<file path="src/rtl/full_adder_pkg.sv">
// Shared helpers for the ripple-carry adder: signed-overflow detection from
// the last two carries of the chain.
package full_adder_pkg;

  // Signed overflow occurs when the carry into the MSB differs from the carry out.
  function automatic logic signed_ovf(input logic c_into_msb, input logic c_out);
    return c_into_msb ^ c_out;
  endfunction

endpackage

</file>
<file path="src/rtl/full_adder_fa_cell.sv">
// One-bit full-adder cell: the basic sum/carry primitive of the ripple chain.
module fa_cell (
  input  logic a,
  input  logic b,
  input  logic ci,
  output logic s,
  output logic co
);

  logic w_prop;

  assign w_prop = a ^ b;
  assign s      = w_prop ^ ci;
  assign co     = (a & b) | (ci & w_prop);

endmodule

</file>
<file path="src/rtl/full_adder.sv">
// WIDTH-bit ripple-carry adder with a combinational result and a one-cycle
// registered copy carrying valid and signed-overflow flags.
module full_adder
  import full_adder_pkg::*;
#(
  parameter int WIDTH = 1
) (
  input  logic             clk,
  input  logic             rst,
  input  logic [WIDTH-1:0] A,
  input  logic [WIDTH-1:0] B,
  input  logic             Cin,
  input  logic             in_valid,
  output logic [WIDTH-1:0] Sum,
  output logic             Cout,
  output logic [WIDTH-1:0] Sum_q,
  output logic             Cout_q,
  output logic             Ovf_q,
  output logic             out_valid
);

  logic [WIDTH:0]   w_carry;
  logic [WIDTH-1:0] w_sum;
  logic             w_ovf;

  logic [WIDTH-1:0] r_sum_p1;
  logic             r_cout_p1;
  logic             r_ovf_p1;
  logic             r_vld_p1;

  assign w_carry[0] = Cin;

  for (genvar gi = 0; gi < WIDTH; gi++) begin : g_cell
    fa_cell u_cell (
      .a  (A[gi]),
      .b  (B[gi]),
      .ci (w_carry[gi]),
      .s  (w_sum[gi]),
      .co (w_carry[gi+1])
    );
  end

  // For WIDTH=1 the carry into the MSB is Cin itself (w_carry[0]).
  assign w_ovf = signed_ovf(w_carry[WIDTH-1], w_carry[WIDTH]);

  assign Sum  = w_sum;
  assign Cout = w_carry[WIDTH];

  // Stage p0 -> p1: capture the combinational result when qualified.
  always_ff @(posedge clk) begin
    if (rst) begin
      r_sum_p1  <= '0;
      r_cout_p1 <= 1'b0;
      r_ovf_p1  <= 1'b0;
      r_vld_p1  <= 1'b0;
    end else begin
      r_vld_p1 <= in_valid;
      if (in_valid) begin
        r_sum_p1  <= w_sum;
        r_cout_p1 <= w_carry[WIDTH];
        r_ovf_p1  <= w_ovf;
      end
    end
  end

  assign Sum_q     = r_sum_p1;
  assign Cout_q    = r_cout_p1;
  assign Ovf_q     = r_ovf_p1;
  assign out_valid = r_vld_p1;

endmodule

</file>
<file path="config.mk">
export PLATFORM = sky130hd
export DESIGN_NAME = full_adder
export DESIGN_NICKNAME = d
export VERILOG_FILES = /design/src/rtl/full_adder_pkg.sv /design/src/rtl/full_adder_fa_cell.sv /design/src/rtl/full_adder.sv
export SDC_FILE = /design/constraint.sdc
export NUM_CORES = 1
export LEC_CHECK = 0
export BUFFER_PORTS_ARGS = -buffer_cell sky130_fd_sc_hd__buf_2
export CORE_AREA = 2 2 39 41
export CTS_CLUSTER_DIAMETER = 80
export DETAILED_ROUTE_END_ITERATION = 7
export DIE_AREA = 0 0 41 43
export GPL_TIMING_DRIVEN = 0
export SLEW_MARGIN = 5
export SYNTH_ARGS = -nofsm -noshare
export SYNTH_HDL_FRONTEND = slang
export SYNTH_SLANG_ARGS = --single-unit
</file>
<file path="constraint.sdc">
create_clock -name clk -period 2.45 [get_ports clk]
set_input_delay 0.245 -clock clk [delete_from_list [all_inputs] [get_ports clk]]
set_output_delay 0.245 -clock clk [all_outputs]
set_load 0.1 [all_outputs]
</file>
==> metrics.md <==
| Metric | Value |
|---|---|
| Run status | complete, no violations |
| Post-Route Setup TNS | 0 ns |
| Crit path required time | 2.20 ns |
| Final Hold Fails | 0 |
| Initial DRT Pass Iterations | 1 |
| Share of layout cells above drive strength 1 | 0.5185 |
| Die area | 1763 um2 |
| Sequential fraction of the synthesis area | 0.5203 |
| Synth top area share | 0.5203 |
| Reg2Reg Depth | 2 |
| Placer Congestion | 0.5893 |
| Average wire per standard cell | 8.581 um |
| CTS resizes | 0 |
| Setup crit end kind | output pin |
| DRT iter0 DRCs | 0 |
| R2R Setup Slk | 1.79 ns |
| Critical-path top delay cell | fa_1 |
| Reg-to-reg startpoint | Ovf_q |
| Slowest stage delay, CP | 0.55 ns |
| Final setup viols | 0 |
| Synthesized flop and latch total | 4 |
| Ports | 12 |
| Post-synth top flop | dfxtp_1 |
| CTS sink cnt | 4 |
| Post-CTS Hold Buffers | 0 |
| Multi-input gate area | 73.82 um2 |
| # rows | 14 |
| Post-synthesis cell area | 153.9 um2 |
| R2R Path End | Ovf_q |
| Die Ht | 43 um |
| Post-route DRC | 0 |
| CP startpoint | A |
| IO buf count | 11 |
| Postcts setup bufs | 0 |
| Initial antenna violation count | 0 |
| Largest net degree at the start of global routing | 6 |
| Fin cells | 43 |
| Gr usage total | 0.05411 |
| Crit path to | Sum |
| Pwr per Cell Area | 989.3 nW/um2 |
| Routed Antenna Nets | 0 |
| Remaining global-route overflow | 0 |
| Core footprint | 1384 um2 |
| Sequential power share | 0.290 |
| Worst Path Arrival | 1.34 ns |
| Crit path max fanout | 2 |
| Vias per inst | 3.302 |
| Worst-Margin Slew | 0.4890 ns |
| FILL cells | 157 |
| P_leak | 0.1241 nW |
| Count leader, synth | dfxtp_1 |
| Cell variety after synth | 7 |
| Placed cells | 40 |
| First-pass GRT wire length | 517 um |
| Top cells by area, synth | dfxtp_1 (52%), fa_1 (13%), mux2i_1 (13%) |
| Most used cell, CP | buf_2 |
| Setup WS post-layout | 0.8695 ns |
| Antenna diode count | 0 |
| H-tree depth | 1 |
| P_int | 0.1411 mW |
| Synth-to-Final Area Change | 63.41% |
| Final Critical Period | 1.581 ns |
| Reg clk slew, reported paths | 0.04 ns |
| Clock Tree Buf Depth | 2 |
| Max Freq | 0.6327 GHz |
| CTS tree | done |
| Detailed Route WL | 369 um |
| Max-slew violation total from the final report | 0 |
| Critical Path, Cell by Cell | buf_2, fa_1, buf_2 |
| Worst slack, placed | 0.8583 ns |
| Async SR Flop Fraction | 0 |
| Post-synth EDFFs | 0 |
| Combinational share of power | 0.371 |
| Psw | 0.1077 mW |
| Slew HR | 0.6762 |
| Unrepaired setup endpoints after global routing | no |
| Switching share of power | 0.4329 |
| CP startpoint kind | primary input |
| Worst Hold Class | primary input to register |
| Post-Route Skew | 0 ns |
| Post-synthesis average cell area | 11.84 um2 |
| DR vias | 142 |
| CTS root buf | clkbuf_4 |
| # nets final | 36 |
| Synth area leader | dfxtp_1 |
| Reg area | 80.08 um2 |
| Synth warn | 0 |
| Syn Inst Count | 13 |
| Die W | 41 um |
| Via count of the first global-routing pass | 153 |
| Clk network pwr share | 0.339 |
| Critical path type | primary input to output pin |
| Worst IR Drop VDD | 165.1 uV |
| Syn Nets | 20 |
| Tcrit/Tclk final | 0.6451 |
| TritonCTS buffer count | 3 |
| Max cap viols | 0 |
| Worst skew pair latency | 0.23 ns |
| Initial cell density of the core | 0.1112 |
| Commonest cells post-synth | dfxtp_1 (4), nor2_1 (3), mux2i_1 (2) |
## how the worst min path moves through the flow
| stage | from | to | slack, ns | cells after the start |
|---|---|---|---|---|
| finish | rst | Sum_q | 0.21 | 2 |
| global route | rst | Cout_q | 0.22 | 2 |
| CTS | rst | out_valid | 0.21 | 2 |
| detailed placement | rst | Cout_q | 0.45 | 2 |
| global placement | rst | Sum_q | 0.46 | 2 |
| floorplan | rst | out_valid | 0.32 | 1 |
## metrics by stage
| stage | hold WS, ns | power (mW) | area (um2) | utilization |
|---|---|---|---|---|
| detailed placement | 0.4533 | 0.1665 | 229.0 | 0.1655 |
| CTS | 0.2051 | 0.2542 | 251.5 | 0.1817 |
| finish | 0.2103 | 0.2488 | 251.5 | 0.1817 |
| global route | 0.2194 | 0.2581 | 251.5 | 0.1817 |
| floorplan | 0.3166 | 0.1519 | 153.9 | - |
| global placement | 0.4613 | 0.1658 | 229.0 | 0.1655 |
## sequential cells by signal, indices dropped and copies added, names as in the netlist
| signal | flops |
|---|---|
| Cout_q | 1 |
| Ovf_q | 1 |
| Sum_q | 1 |
| out_valid | 1 |
## logic make-up (layout without fill, tap and decap cells)
| group | count (synthesis) | count (layout) | synth area share |
|---|---|---|---|
| xor gates and xnor gates | 1 | 1 | 0.05692 |
| buffers and inverters | 0 | 14 | 0 |
| adders and majority gates | 1 | 1 | 0.1301 |
| AOI/OAI and AO/OA | 1 | 1 | 0.04880 |
| DFF | 4 | 4 | 0.5203 |
| and+or+nand+nor | 4 | 4 | 0.1138 |
| muxes | 2 | 2 | 0.1301 |
## cells in the final DEF, fill, tap and decap left out, drive strengths merged
cell type / instances
nor2: 3
mux2i: 2
dfxtp: 4
fa: 1
clkbuf: 3
xnor2: 1
nor2b: 1
a211oi: 1
buf: 11
## per-layer routing
layer	part of all wire	vias to the layer above	wire length, um	track usage
met3	0.13	0	48	0.04712
met1	0.33	63	120	0.03195
met4	0	0	0	0.08000
met2	0.54	6	200	0.07188
met5	0	-	0	0
li1	-	73	-	-
## area by class of cell
cell class | instances | share of cell area
Clock buffer | 3 | 0.08955
Tap cell | 16 | 0.07960
Multi-Input combinational cell | 9 | 0.2935
Timing Repair Buffer | 11 | 0.2189
Sequential cell | 4 | 0.3184
## worst max-delay path: cells and delay by family
kind	cells	cell delay (ns)
adders and majority gates	1	0.55
buffers and inverters	2	0.54
## power by group through the flow
stage,clock network [mW],logic (mW),registers (mW)
after floorplan,0,0.0427,0.109
after global placement,0,0.0925,0.0733
after detailed placement,0,0.0931,0.0734
after CTS,0.0887,0.0932,0.0723
after global routing,0.0892,0.0962,0.0728
final,0.0843,0.0923,0.0722
(Power assumes the default switching activity.)
